===== config.mk =====
export PLATFORM = sky130hd
export DESIGN_NAME = axi_lite_mem_arbiter
export DESIGN_NICKNAME = d
export VERILOG_FILES = /design/src/rtl/axi_lite_mem_arbiter.sv
export SDC_FILE = /design/constraint.sdc
export NUM_CORES = 1
export LEC_CHECK = 0
export CAP_MARGIN = 0
export CORE_UTILIZATION = 35
export CTS_CLUSTER_DIAMETER = 150
export CTS_CLUSTER_SIZE = 10
export DETAILED_ROUTE_END_ITERATION = 10
export HOLD_SLACK_MARGIN = 0.06
export PLACE_DENSITY_LB_ADDON = 0.1
export SLEW_MARGIN = 15
export SYNTH_ARGS = -nofsm -noshare
export SYNTH_HDL_FRONTEND = slang
export SYNTH_SLANG_ARGS = --single-unit

===== constraint.sdc =====
create_clock -name clk -period 3.7 [get_ports clk]
set_clock_uncertainty 0.05 [all_clocks]
set_input_delay 0.74 -clock clk [delete_from_list [all_inputs] [get_ports clk]]
set_output_delay 0.74 -clock clk [all_outputs]
set_load 0.05 [all_outputs]

===== src/rtl/axi_lite_mem_arbiter.sv =====
// Shares one AXI-Lite master port between the fetch (read-only) and data requesters.
// Only one transaction is in flight; each requester is stalled until its own completion pulse.
module axi_lite_mem_arbiter #(
  parameter int ADDR_W   = 32,
  parameter int DATA_W   = 32,
  parameter int ARB_MODE = 0
) (
  input  logic                clk,
  input  logic                resetn,
  input  logic                inst_req,
  input  logic [ADDR_W-1:0]   inst_addr,
  output logic [DATA_W-1:0]   inst_rdata,
  output logic                inst_ready,
  output logic                inst_stall_req,
  input  logic                data_req,
  input  logic                data_wr,
  input  logic [DATA_W/8-1:0] data_wstrb,
  input  logic [ADDR_W-1:0]   data_addr,
  input  logic [DATA_W-1:0]   data_wdata,
  output logic [DATA_W-1:0]   data_rdata,
  output logic                data_ready,
  output logic                data_stall_req,
  output logic                bus_err,
  output logic [ADDR_W-1:0]   araddr,
  output logic                arvalid,
  input  logic                arready,
  input  logic [DATA_W-1:0]   rdata,
  input  logic [1:0]          rresp,
  input  logic                rvalid,
  output logic                rready,
  output logic [ADDR_W-1:0]   awaddr,
  output logic                awvalid,
  input  logic                awready,
  output logic [DATA_W-1:0]   wdata,
  output logic [DATA_W/8-1:0] wstrb,
  output logic                wvalid,
  input  logic                wready,
  input  logic [1:0]          bresp,
  input  logic                bvalid,
  output logic                bready
);

  localparam int STRB_W = DATA_W / 8;

  localparam logic [2:0] S_IDLE = 3'd0;
  localparam logic [2:0] S_AR   = 3'd1;
  localparam logic [2:0] S_R    = 3'd2;
  localparam logic [2:0] S_AW_W = 3'd3;
  localparam logic [2:0] S_B    = 3'd4;
  localparam logic [2:0] S_RESP = 3'd5;

  logic [2:0]        state;
  logic [2:0]        state_nxt;
  logic              gnt_data;
  logic              last_data;
  logic              aw_done;
  logic              w_done;
  logic              pick_data;
  logic              grant;
  logic              aw_hs;
  logic              w_hs;
  logic [1:0]        resp_q;
  logic [ADDR_W-1:0] addr_q;
  logic [DATA_W-1:0] wdata_q;
  logic [STRB_W-1:0] wstrb_q;
  logic [DATA_W-1:0] inst_rdata_q;
  logic [DATA_W-1:0] data_rdata_q;

  // Arbitration: a lone requester wins; on contention mode 0 favours data, mode 1 alternates.
  always_comb begin
    pick_data = 1'b0;
    if (data_req && !inst_req) begin
      pick_data = 1'b1;
    end else if (data_req && inst_req) begin
      pick_data = (ARB_MODE == 0) ? 1'b1 : !last_data;
    end
  end

  assign grant = (state == S_IDLE) && (inst_req || data_req);
  assign aw_hs = awvalid && awready;
  assign w_hs  = wvalid && wready;

  always_comb begin
    state_nxt = state;
    case (state)
      S_IDLE: if (grant) state_nxt = (pick_data && data_wr) ? S_AW_W : S_AR;
      S_AR:   if (arready) state_nxt = S_R;
      S_R:    if (rvalid) state_nxt = S_RESP;
      S_AW_W: if ((aw_done || aw_hs) && (w_done || w_hs)) state_nxt = S_B;
      S_B:    if (bvalid) state_nxt = S_RESP;
      S_RESP: state_nxt = S_IDLE;
      default: state_nxt = S_IDLE;
    endcase
  end

  always_ff @(posedge clk or negedge resetn) begin
    if (!resetn) begin
      state        <= S_IDLE;
      gnt_data     <= 1'b0;
      last_data    <= 1'b0;
      aw_done      <= 1'b0;
      w_done       <= 1'b0;
      inst_rdata_q <= '0;
      data_rdata_q <= '0;
    end else begin
      state <= state_nxt;
      if (grant) gnt_data <= pick_data;
      if (state == S_RESP) last_data <= gnt_data;
      if (state == S_IDLE) begin
        aw_done <= 1'b0;
        w_done  <= 1'b0;
      end else if (state == S_AW_W) begin
        if (aw_hs) aw_done <= 1'b1;
        if (w_hs) w_done <= 1'b1;
      end
      if (state == S_R && rvalid) begin
        if (gnt_data) data_rdata_q <= rdata;
        else          inst_rdata_q <= rdata;
      end
    end
  end

  // Payload is captured once at grant so the AXI side never follows live requester inputs.
  always_ff @(posedge clk) begin
    if (grant) begin
      addr_q  <= pick_data ? data_addr : inst_addr;
      wdata_q <= data_wdata;
      wstrb_q <= data_wstrb;
    end
    if (state == S_R && rvalid) resp_q <= rresp;
    if (state == S_B && bvalid) resp_q <= bresp;
  end

  assign arvalid = (state == S_AR);
  assign araddr  = addr_q;
  assign rready  = (state == S_R);
  assign awvalid = (state == S_AW_W) && !aw_done;
  assign awaddr  = addr_q;
  assign wvalid  = (state == S_AW_W) && !w_done;
  assign wdata   = wdata_q;
  assign wstrb   = wstrb_q;
  assign bready  = (state == S_B);

  assign inst_ready     = (state == S_RESP) && !gnt_data;
  assign data_ready     = (state == S_RESP) && gnt_data;
  assign bus_err        = (state == S_RESP) && (resp_q != 2'b00);
  assign inst_rdata     = inst_rdata_q;
  assign data_rdata     = data_rdata_q;
  assign inst_stall_req = inst_req && !inst_ready;
  assign data_stall_req = data_req && !data_ready;

endmodule


==> metrics <==
status=completed; die area=16900 um2; PD cells=954 nW/um2; IO Pins=320; Comb power frac=52.6%; met2 track utilization from global routing=31.6%; Netlist cell types=28; FP Rows=46; Core ar.=15900 um2; Detailed Place HPWL=11700 um; Max-Cap Viols=0; hold path depth=1; Fillers=1279; # DRC=0; Worst path max stage delay=0.83 ns; Least-Margin Pin Slew=0.878 ns; largest net degree at the start of global routing=71; final worst setup slack=0.548 ns; Levels on crit path=4; flop and latch count out of synthesis=140; crit path launch=state[0]; routed wire length=15800 um; FF-to-FF setup slack=1.41 ns; Setup crit end=wvalid; Root Driver=clkbuf_16; sw power=4070 uW; CTS tree=done; Period Utilization, post-route=85.2%; Syn Inst Count=332; Via Count=3830; # port buffers=319; Sw Ratio=45.0%; clock slew at reported path FFs=0.06 ns; Worst Hold Class=reg2reg; CTS Buf Count=17; Setup crit end kind=primary output; VDD IR max=553 uV; Inserted Diodes=0; Clock Latency Late Sink=0.41 ns; gr busiest metal=met2; first-pass GRT wire length=22600 um; vias per cell=4.46; Routed wire per std cell=18.4 um; clock sink count=140; clock tree buffer depth=2; post-CTS sizing=0; max-slew violations=0; CTS H-tree depth=4; GR met3 Demand/Resource=8.65%; number of setup buffers added after CTS=0; # hold bufs at CTS=0; final setup violating endpoints=0; RR Endpoint=data_rdata[7]; post-synthesis sequential area ratio=67.4%; crit path kind=reg2out; CP Max Fanout=13; Final min period=3.15 ns; Yosys warning count=0; Final Hold Viols=0; critical path, cell by cell=nor2b_1, nand2_1, nor2_1, clkdlybuf4s50_1; Netlist Area Pre-Place=5720 um2; Startpoint Class=flop; initial antenna violation count=1; number of buffers and inverters on the critical path=1; Setup WS pre-CTS=0.702 ns; die width=130 um; GP Congestion=0.773; FMAX=0.317 GHz; leakage=0.00373 uW; setup TNS=0 ns; RSZ-0062 raised after global routing=no; share of cells above drive strength 1=22.0%; Final #Nets=775; Synth Net Count=478; vias in the first global route=3803; area delta synth->final=65.4%; CP delay by family, top=buffers and inverters; CP max stage cell=clkdlybuf4s50_1; most frequent cells in the layout=317 x clkdlybuf4s50_1, 70 x edfxtp_1, 70 x dfrtp_1; most common cell after layout, fill and taps aside=clkdlybuf4s50_1; RR Startpoint=state[1]; DRT Pass-1 Iters=4; GRT Total Usage=18.6%; slew margin rel.=41.5%; worst reg-to-reg path cell count=4; required time worst endpoint=2.91 ns; WP data arrival=2.36 ns; initial core utilization=35.9%; Seq pwr share=29.3%; GRT overflow=0; clock power share=18.1%; Int Pwr=4970 uW; Vert. Die Dim=130 um; post-route ant nets=0; Mapped Avg Cell Area=17.2 um2; M1 GR Usage=20.4%; DRT iter0 DRCs=168
-- stage by stage --
step	area [um2]	cells	hold WS (ns)	total power, uW	utilization [%]
2_1_floorplan	5720	332	0.394	5900	-
3_3_place_gp	8890	826	0.421	7410	55.8
3_5_place_dp	8890	826	0.428	7450	55.8
4_1_cts	9470	858	0.442	9130	59.4
5_1_grt	9470	858	0.472	9390	59.4
6_report	9470	858	0.441	9030	59.4
-- registers in the layout (all words and copies together) (netlist names) --
signal	cells
state	3
data_rdata	32
resp_q	2
w_done	1
aw_done	1
wdata	32
inst_rdata	32
gnt_data	1
wstrb	4
araddr	32
-- routing by layer --
layer  vias up  wire length [um]
li1       1773                 -
met1      1859              5930
met2       176              8080
met3        20              1430
met4         2               320
met5         -                13
-- synthesized netlist by cell type, drive strengths merged --
cell	number	share of area (%)
a21o	1	0.13
a21oi	4	0.35
buf	45	6.1
mux2	99	21
nand2b	2	0.22
nor2	12	0.87
dfrtp	70	31
nand3	3	0.48
a22o	2	0.31
o21ai	6	0.52
nand2	3	0.20
nor2b	4	0.44
mux2i	1	0.17
nor3	4	0.55
o221ai	1	0.26
o22a	2	0.31
edfxtp	70	37
inv	2	0.13
o21a	1	0.13
-- worst reg2reg max path, stage by stage (launching register included) --
cell,delay (ns)
dfrtp_1,0.56
inv_1,0.20
nor3_4,0.28
nand3_4,0.54
mux2_4,0.55
-- power by group through the flow --
stage	Clock [uW]	Combinational [uW]	Sequential [uW]
floorplan	0	1420	4480
global placement	0	4760	2650
detailed placement	0	4780	2670
CTS	1680	4790	2660
global route	1740	4930	2720
finish	1630	4750	2650
-- logic make-up after synthesis --
kind of cell | synth area share [%]
compound gates | 2.01
flops | 67.4
buf+inv | 6.25
simple gates | 2.76
mux | 21.6
-- worst min-delay path by stage --
stage                     slack (ns)            from        endpoint
after floorplan                 0.39          resetn         aw_done
after global placement          0.42   inst_rdata[7]   inst_rdata[7]
after detailed placement        0.43   inst_rdata[7]   inst_rdata[7]
after CTS                       0.44   inst_rdata[7]   inst_rdata[7]
after global routing            0.47  inst_rdata[26]  inst_rdata[26]
final                           0.44   inst_rdata[7]   inst_rdata[7]
-- layout make-up --
cell class / count / area (um2) / share of cell area, %
clock inverters: 13 / 101 / 1.07
flip-flops and latches: 140 / 3850 / 40.7
inverters: 2 / 7.51 / 0.0793
well taps: 216 / 270 / 2.86
clock buffers: 19 / 475 / 5.02
repair buffers: 323 / 3240 / 34.2
multi-input cells: 145 / 1520 / 16.0
No activity file was read; power rests on OpenSTA's default activity.
